**src/rtl/modify_uart_pkg.sv**
```systemverilog
// Shared UART definitions: FSM state encoding and bit-timing constants.
// Used by both the receiver and the transmitter.
package modify_uart_pkg;

    typedef enum logic [2:0] {
        S_IDLE     = 3'd0,
        S_START    = 3'd1,
        S_REC_BYTE = 3'd2,
        S_PARITY   = 3'd3,
        S_STOP     = 3'd4
    } uart_state_t;

    localparam int FREQ_MHZ_DEF = 50;
    localparam int BAUD_DEF     = 115200;
    localparam int DATA_W_DEF   = 8;

    function automatic int calc_cycle(input int mhz, input int baud);
        return (mhz * 1000000) / baud;
    endfunction

    function automatic int calc_half(input int mhz, input int baud);
        return calc_cycle(mhz, baud) / 2;
    endfunction

    localparam int CYCLE_DEF = calc_cycle(FREQ_MHZ_DEF, BAUD_DEF);
    localparam int HALF_DEF  = calc_half(FREQ_MHZ_DEF, BAUD_DEF);

endpackage

```
**src/rtl/modify_uart_rx_if.sv**
```systemverilog
// Receiver output bundle: word/valid/ready handshake plus error pulses.
// Optional parity error pulse exists only with MODIFY_UART_RX_PARITY_EN.
interface modify_uart_rx_if #(
    parameter int W = 8
);
    logic [W-1:0] rx_data;
    logic         rx_data_valid;
    logic         rx_data_ready;
    logic         rx_frame_err;
    logic         rx_overrun;
`ifdef MODIFY_UART_RX_PARITY_EN
    logic         rx_parity_err;

    modport master (
        output rx_data, rx_data_valid, rx_frame_err,
        output rx_overrun, rx_parity_err,
        input  rx_data_ready
    );
    modport slave (
        input  rx_data, rx_data_valid, rx_frame_err,
        input  rx_overrun, rx_parity_err,
        output rx_data_ready
    );
`else
    modport master (
        output rx_data, rx_data_valid, rx_frame_err,
        output rx_overrun,
        input  rx_data_ready
    );
    modport slave (
        input  rx_data, rx_data_valid, rx_frame_err,
        input  rx_overrun,
        output rx_data_ready
    );
`endif
endinterface

```
**src/rtl/modify_uart_rx_sync.sv**
```systemverilog
// Two-flop synchronizer for the serial line plus a falling-edge detect
// taken from the synchronized signal and one extra history flop.
module uart_rx_sync (
    input  logic clk,
    input  logic n_reset,
    input  logic rx_pin,
    output logic rx_s,
    output logic rx_fall
);

    logic [2:0] sh;

    always_ff @(posedge clk or negedge n_reset) begin
        if (!n_reset) sh <= 3'b111;
        else          sh <= {sh[1:0], rx_pin};
    end

    assign rx_s    = sh[1];
    assign rx_fall = sh[2] & ~sh[1];

endmodule

```
**src/rtl/modify_uart_rx.sv**
```systemverilog
// UART receiver: start/data/stop framing, valid/ready output word.
// Define MODIFY_UART_RX_PARITY_EN to add an even-parity bit after data.
module modify_uart_rx
    import modify_uart_pkg::*;
#(
    parameter int Challenge_Bit     = 8,
    parameter int frequency_clk_ref = 50,
    parameter int BAUD_RATE         = 115200
) (
    input  logic clk,
    input  logic n_reset,
    input  logic rx_pin,
    modify_uart_rx_if.master rx_if
);

    localparam int CYCLE = calc_cycle(frequency_clk_ref, BAUD_RATE);
    localparam int HALF  = calc_half(frequency_clk_ref, BAUD_RATE);
    localparam logic [15:0] CYC_END  = 16'(CYCLE - 1);
    localparam logic [15:0] HALF_END = 16'(HALF - 1);
    localparam logic [4:0]  BIT_END  = 5'(Challenge_Bit - 1);

    uart_state_t state, state_d;
    logic [15:0] cycle_cnt, cycle_cnt_d;
    logic [4:0]  bit_cnt, bit_cnt_d;
    logic [Challenge_Bit-1:0] shift, shift_d;
    logic [Challenge_Bit-1:0] data_q, data_d;
    logic [Challenge_Bit:0]   shifted;
    logic valid_q, valid_d;
    logic ferr_q, ferr_d;
    logic ovr_q, ovr_d;
    logic par_bad;
    logic mid_bit;
    logic rx_s, rx_fall;

    uart_rx_sync u_sync (
        .clk     (clk),
        .n_reset (n_reset),
        .rx_pin  (rx_pin),
        .rx_s    (rx_s),
        .rx_fall (rx_fall)
    );

`ifdef MODIFY_UART_RX_PARITY_EN
    logic perr_q, perr_d;
    logic par_bad_d;
    assign rx_if.rx_parity_err = perr_q;
`else
    assign par_bad = 1'b0;
`endif

    assign shifted = {rx_s, shift};
    assign mid_bit = (cycle_cnt == CYC_END);

    always_comb begin
        state_d     = state;
        cycle_cnt_d = cycle_cnt + 16'd1;
        bit_cnt_d   = bit_cnt;
        shift_d     = shift;
        data_d      = data_q;
        valid_d     = valid_q & ~rx_if.rx_data_ready;
        ferr_d      = 1'b0;
        ovr_d       = 1'b0;
`ifdef MODIFY_UART_RX_PARITY_EN
        perr_d      = 1'b0;
        par_bad_d   = par_bad;
`endif
        unique case (state)
            S_IDLE: begin
                cycle_cnt_d = 16'd0;
                bit_cnt_d   = 5'd0;
`ifdef MODIFY_UART_RX_PARITY_EN
                par_bad_d   = 1'b0;
`endif
                if (rx_fall) state_d = S_START;
            end
            S_START: begin
                if (cycle_cnt == HALF_END) begin
                    cycle_cnt_d = 16'd0;
                    state_d     = rx_s ? S_IDLE : S_REC_BYTE;
                end
            end
            S_REC_BYTE: begin
                if (mid_bit) begin
                    cycle_cnt_d = 16'd0;
                    shift_d     = shifted[Challenge_Bit:1];
                    if (bit_cnt == BIT_END) begin
                        bit_cnt_d = 5'd0;
`ifdef MODIFY_UART_RX_PARITY_EN
                        state_d   = S_PARITY;
`else
                        state_d   = S_STOP;
`endif
                    end else begin
                        bit_cnt_d = bit_cnt + 5'd1;
                    end
                end
            end
            S_PARITY: begin
`ifdef MODIFY_UART_RX_PARITY_EN
                if (mid_bit) begin
                    cycle_cnt_d = 16'd0;
                    state_d     = S_STOP;
                    if ((^shift) ^ rx_s) begin
                        perr_d    = 1'b1;
                        par_bad_d = 1'b1;
                    end
                end
`else
                state_d = S_IDLE;
`endif
            end
            S_STOP: begin
                if (mid_bit) begin
                    // leave half a bit early so a back-to-back start is seen
                    cycle_cnt_d = 16'd0;
                    state_d     = S_IDLE;
                    if (!rx_s) begin
                        ferr_d = 1'b1;
                    end else if (!par_bad) begin
                        if (valid_q && !rx_if.rx_data_ready) begin
                            ovr_d = 1'b1;
                        end else begin
                            data_d  = shift;
                            valid_d = 1'b1;
                        end
                    end
                end
            end
            default: state_d = S_IDLE;
        endcase
    end

    always_ff @(posedge clk or negedge n_reset) begin
        if (!n_reset) begin
            state     <= S_IDLE;
            cycle_cnt <= 16'd0;
            bit_cnt   <= 5'd0;
            shift     <= '0;
            data_q    <= '0;
            valid_q   <= 1'b0;
            ferr_q    <= 1'b0;
            ovr_q     <= 1'b0;
        end else begin
            state     <= state_d;
            cycle_cnt <= cycle_cnt_d;
            bit_cnt   <= bit_cnt_d;
            shift     <= shift_d;
            data_q    <= data_d;
            valid_q   <= valid_d;
            ferr_q    <= ferr_d;
            ovr_q     <= ovr_d;
        end
    end

`ifdef MODIFY_UART_RX_PARITY_EN
    always_ff @(posedge clk or negedge n_reset) begin
        if (!n_reset) begin
            perr_q  <= 1'b0;
            par_bad <= 1'b0;
        end else begin
            perr_q  <= perr_d;
            par_bad <= par_bad_d;
        end
    end
`endif

    assign rx_if.rx_data       = data_q;
    assign rx_if.rx_data_valid = valid_q;
    assign rx_if.rx_frame_err  = ferr_q;
    assign rx_if.rx_overrun    = ovr_q;

endmodule
```
**src/flat_wrapper.sv**
```systemverilog
// flat-port wrapper written by rule: the top's interface ports become plain ports
module modify_uart_rx_flat import modify_uart_pkg::*;
#(
    parameter int Challenge_Bit     = 8,
    parameter int frequency_clk_ref = 50,
    parameter int BAUD_RATE         = 115200
)
  (clk, n_reset, rx_pin, rx_if_rx_data, rx_if_rx_data_valid, rx_if_rx_frame_err, rx_if_rx_overrun, rx_if_rx_data_ready);
  modify_uart_rx_if rx_if_i ();
  input  logic clk;
  input  logic n_reset;
  input  logic rx_pin;
  output wire logic [$bits(rx_if_i.rx_data)-1:0] rx_if_rx_data;
  output wire logic [$bits(rx_if_i.rx_data_valid)-1:0] rx_if_rx_data_valid;
  output wire logic [$bits(rx_if_i.rx_frame_err)-1:0] rx_if_rx_frame_err;
  output wire logic [$bits(rx_if_i.rx_overrun)-1:0] rx_if_rx_overrun;
  input wire logic [$bits(rx_if_i.rx_data_ready)-1:0] rx_if_rx_data_ready;
  assign rx_if_rx_data = rx_if_i.rx_data;
  assign rx_if_rx_data_valid = rx_if_i.rx_data_valid;
  assign rx_if_rx_frame_err = rx_if_i.rx_frame_err;
  assign rx_if_rx_overrun = rx_if_i.rx_overrun;
  assign rx_if_i.rx_data_ready = rx_if_rx_data_ready;
  modify_uart_rx #(.Challenge_Bit(Challenge_Bit), .frequency_clk_ref(frequency_clk_ref), .BAUD_RATE(BAUD_RATE)) u_core (.clk(clk), .n_reset(n_reset), .rx_pin(rx_pin), .rx_if(rx_if_i));
endmodule
```
**config.mk**
```make
export PLATFORM = sky130hd
export DESIGN_NAME = modify_uart_rx_flat
export DESIGN_NICKNAME = d
export VERILOG_FILES = /design/src/rtl/modify_uart_pkg.sv /design/src/rtl/modify_uart_rx_if.sv /design/src/rtl/modify_uart_rx_sync.sv /design/src/rtl/modify_uart_rx.sv /design/src/flat_wrapper.sv
export SDC_FILE = /design/constraint.sdc
export NUM_CORES = 1
export LEC_CHECK = 0
export CAP_MARGIN = 10
export CORE_UTILIZATION = 42
export DETAILED_ROUTE_END_ITERATION = 8
export PLACE_DENSITY = 0.65
export SYNTH_ARGS = -nofsm -noshare
export SYNTH_HDL_FRONTEND = slang
export SYNTH_HIERARCHICAL = 1
export SYNTH_SLANG_ARGS = --single-unit
```
**constraint.sdc**
```tcl
create_clock -name clk -period 5.65 [get_ports clk]
set_clock_uncertainty 0.2 [all_clocks]
set_input_delay 0.8475 -clock clk [delete_from_list [all_inputs] [get_ports clk]]
set_output_delay 0.8475 -clock clk [all_outputs]
set_load 0.01 [all_outputs]
```
Yosys cells after proc, flatten, opt, wreduce, memory -nomap -nowiden

Cells that the tools add are included.

Register bits: 46
Input bits: 4

Add/subtract/negate cells: 2
Equality and inequality tests: 11
Muxes and demuxes: 24
Bitwise operators: 5
Reduce and logical (&&, ||, !) cells: 9

Operators by type and width:

| operator              | count |
|---|---|
| $pmux 16 s3           | 1 |
| $mux 16               | 2 |
| $add 16x1->16 const B | 1 |
| $eq 16x8->1 const B   | 1 |
| $eq 16x9->1 const B   | 1 |
| $mux 3                | 5 |
| $pmux 3 s4            | 1 |
| $mux 1                | 11 |
| $mux 5                | 2 |
| $ne 2x1->1 const B    | 5 |
| $pmux 5 s2            | 1 |
| $add 5x1->5 const B   | 1 |
| $eq 5x3->1 const B    | 1 |
| $reduce_and 5->1      | 1 |
| $reduce_and 2->1      | 2 |
| $reduce_and 4->1      | 1 |
| $eq 3x1->1 const B    | 1 |
| $eq 3x2->1 const B    | 1 |
| $eq 3x3->1 const B    | 1 |
| $logic_not 3->1       | 1 |
| $not 1->1             | 3 |
| $and 1x1->1           | 2 |
| $mux 2                | 1 |
| $reduce_bool 2->1     | 1 |
| other kinds (3)       | 3 |

Depth between registers and ports, before layout

Word-level depth: 6
Depth in mapped cells: 7
Depth with buffers taken out: 6

Cells and area by module

The synthesis kept the hierarchy.

Modules (own cells, without submodules):

| module         | times used | cells an instance | area an instance (um2) | sequential area each (um2) |
|---|---|---|---|---|
| modify_uart_rx | 1          | 183               | 2123.3                 | 1076.0 |
| uart_rx_sync   | 1          | 4                 | 92.6                   | 78.8 |

Worst setup path before layout

OpenSTA, ideal clock, no wires.

Path type: register -> register
From: register u_core.cycle_cnt[0]
To: register u_core.cycle_cnt[10]
Setup time: 133 ps
Arrival time: 1634 ps
Required time: 5317 ps
Path slack: 3684 ps
Cell stages (with the launch flop): 8
Path buffers: 1
Cell sequence: dfrtp_1 -> inv_1 -> ha_1 -> nor4bb_1 -> nand4_1 -> a22oi_2 -> buf_2 -> a21oi_1

Word-level cells in the longest chain between the ends: 3

Ends and longest elaborated chain:

| item                                  | line                                                              | source |
|---|---|---|
| start, declared                       | modify_uart_rx.sv:23                                              | `logic [15:0] cycle_cnt, cycle_cnt_d;` |
| start signal, assigned                | modify_uart_rx.sv:145                                             | `cycle_cnt <= cycle_cnt_d;` |
| $add 16x1->16 (tied with other cells) | modify_uart_rx.sv:56                                              | `cycle_cnt_d = cycle_cnt + 16'd1;` |
| $mux 16 (on tied branches)            | modify_uart_rx.sv:83, modify_uart_rx.sv:113, modify_uart_rx.sv:77 |  |
| $pmux 16 s3 (*)                       | modify_uart_rx.sv:67                                              | `unique case (state)` |
| named net u_core.cycle_cnt_d[10]      | modify_uart_rx.sv:23                                              |  |

Mark *: on every way through the listed nets, which the timed path passes. The rest lies on a longest branch.
A chain may end at the register's enable or synchronous reset.

Final worst setup path

From: register u_core.cycle_cnt[0]
To: register u_core.cycle_cnt[1]

Same word-level chain as after synthesis.

==> reports/results.txt <==
outcome: finished, final reports clean
floorplan row count: 26
Syn Area/Cell: 11.8 um^2
Pleak: 1.08 nW
gpl congestion: 0.784
RSZ-0062 raised after global routing: no
Diodes inserted: 0
mapped cell area: 2220 um^2
Vias: 1486
post-synth top area share: 0.486
drt drc: 0
hold_buf cts: 0
final net count: 209
Synth warnings: 6
setup TNS: 0 ps
worst slew pin tran: 990 ps
crit path DAT: 2360 ps
GRT Residual Overflow: 0
final HPWL from detailed placement: 2600 um
data required time at the worst endpoint: 5580 ps
ys async rst share: 1.00
DRT iter0 DRCs: 64
Max-cap violations: 0
Post-Syn Instances: 187
Critical Path End Type: register
Netlist cell types: 47
f_max: 412 MHz
Top-Level Pins: 15
Clk pwr share: 0.264
CTS resizes: 0
R2R depth: 6
Starting Density: 0.434
Pwr Density: 302 nW/um^2
First-pass DRT Iterations: 4
share of cells above drive strength 1: 0.228
most numerous cell in the Yosys netlist: dfrtp_1
Worst Hold End: u_core/u_sync/sh[1]
FF+latch count, synth: 46
Routed Antenna Nets: 0
CTS Sinks: 46
CORE AREA: 5110 um^2
count of pins over their slew limit: 0
total wire length: 3850 um
final hold viol count: 0
flop-to-flop setup slack: 3220 ps
internal power: 506 uW
vias per cell: 5.46
Tot GR Track Use: 0.154
WHS Path Cells: 0
Flop pwr share: 0.515
largest net degree at the start of global routing: 47
Post-CTS Setup Bufs: 0
total placed cells including tap cells: 264
net load switching power: 247 uW
Seq/Total Area, Yosys: 0.521
Synth area leaders: dfrtp_1, mux2_2, a21oi_1, dfstp_2, xnor2_1
final setup violation count: 0
vias in the first global route: 1396
clock-pin slew on the worst setup and hold paths: 90 ps
first-pass GRT wire length: 6410 um
syn nets: 195
Post-synth EDFFs: 0
initial antenna violation count: 0
clk_lat worst skew: 300 ps
CTS tree: built
relative slew slack: 0.340
CTS Buf Count: 5
Area Overhead vs Synth: 12.5%
main flop type after synthesis: dfrtp_1
FF-to-FF Start: u_core/cycle_cnt[0]
maximum vdd drop: 0.166 mV
Critical Path Source Type: register
Crit Path Category: register to register
Die Width: 74.6 um
sw frac: 0.328
RR Endpoint: u_core/cycle_cnt[1]
die area: 5570 um^2
Die Ht: 74.6 um
Max FO, Critical Path: 17
final cell count without fillers: 272
clk root buf: clkbuf_8
Tmin final: 2430 ps
Hold Path Origin: u_core/u_sync/sh[0]
combinational power share: 0.221
post-synth top area cell: dfrtp_1
Longest Clk Path Bufs: 2
period utilisation layout: 0.429
# port buffers: 14
depth of the CTS H-tree: 2
synth cell count leaders: dfrtp_1, mux2_2, a21oi_1
worst hold path type: register to register
wire per inst: 14.1 um
## power groups by stage
stage | logic (mW) | clock network (mW) | registers, mW
2_1_floorplan | 0.155 | 0 | 0.374
3_3_place_gp | 0.166 | 0 | 0.391
3_5_place_dp | 0.167 | 0 | 0.393
4_1_cts | 0.168 | 0.207 | 0.387
5_1_grt | 0.189 | 0.217 | 0.392
6_report | 0.167 | 0.199 | 0.388
## worst max-delay path by stage
stage	from	end	slack (ps)	depth (start not counted)
after floorplan	u_core/cycle_cnt[0]	u_core/cycle_cnt[10]	3680	7
after global placement	rx_if_rx_data_ready	u_core/rx_if.rx_data[4]	3290	4
after detailed placement	u_core/cycle_cnt[0]	u_core/cycle_cnt[14]	3250	6
after CTS	u_core/cycle_cnt[0]	u_core/cycle_cnt[1]	3230	6
after global routing	u_core/cycle_cnt[0]	u_core/cycle_cnt[14]	3010	6
final	u_core/cycle_cnt[0]	u_core/cycle_cnt[1]	3220	6
## layout make-up
cell class,instances,area (um^2)
Clock inverter,3,21.3
Clock buffer,5,68.8
Multi-Input combinational cell,129,1010
Inverter,5,18.8
Sequential cell,46,1150
Tap cell,70,87.6
Timing Repair Buffer,14,135
Fill cell,482,2620
## cells by family (layout without fill, tap and decap cells)
kind of cell | after synthesis | after routing | synth area share
multiplexers | 18 | 18 | 0.0909
buffers and inverters | 12 | 27 | 0.0248
flip-flops | 46 | 46 | 0.521
AND/OR/NAND/NOR | 62 | 62 | 0.195
AO/OA/AOI/OAI | 33 | 33 | 0.0977
XOR/XNOR | 12 | 12 | 0.0474
adder cells (fa/ha/maj) | 4 | 4 | 0.0226
## worst max-delay path, stage by stage, from the launching register on
cell,delay [ps]
dfrtp_1,470
inv_1,90
ha_1,130
nor4bb_1,280
nand4_1,190
a22oi_2,720
a21boi_0,200
## metal layers
layer / track usage / vias to the layer above / wire, um
met5: 0 / - / 0
met4: 0.0692 / 0 / 67
met3: 0.0321 / 6 / 117
met2: 0.238 / 24 / 1770
li1: - / 716 / -
met1: 0.209 / 740 / 1890
## flip-flops by register name, summed over array words and instances, names as in the netlist
register	count
u_core/cycle_cnt	16
u_core/rx_if.rx_data	8
u_core/shift	8
u_core/bit_cnt	5
u_core/state	3
u_core/u_sync/sh	3
u_core/rx_if.rx_data_valid	1
u_core/rx_if.rx_frame_err	1
u_core/rx_if.rx_overrun	1
## per-stage QoR
| step | area, um^2 | hold WS [ps] | total power [mW] | worst slack [ps] | util |
|---|---|---|---|---|---|
| 2_1_floorplan | 2220 | 145 | 0.530 | 3680 | - |
| 3_3_place_gp | 2400 | 147 | 0.557 | 3290 | 0.470 |
| 3_5_place_dp | 2400 | 150 | 0.560 | 3250 | 0.470 |
| 4_1_cts | 2490 | 163 | 0.762 | 3230 | 0.488 |
| 5_1_grt | 2490 | 169 | 0.798 | 3010 | 0.488 |
| 6_report | 2490 | 162 | 0.753 | 3220 | 0.488 |
## layout by cell type, fill, tap and decap left out, drive strengths merged, types with 4 or more instances in the layout
master         synthesis  final
dfrtp                 43     43
mux2                  17     17
a21oi                 16     16
clkdlybuf4s50          0     13
nand2                 10     10
nand3                  9      9
nand4                  8      8
xnor2                  7      7
nor2                   7      7
clkbuf                 4      5
inv                    5      5
xor2                   5      5
nor4                   5      5
ha                     4      4
Note: power is estimated with default switching activity, not from simulation.
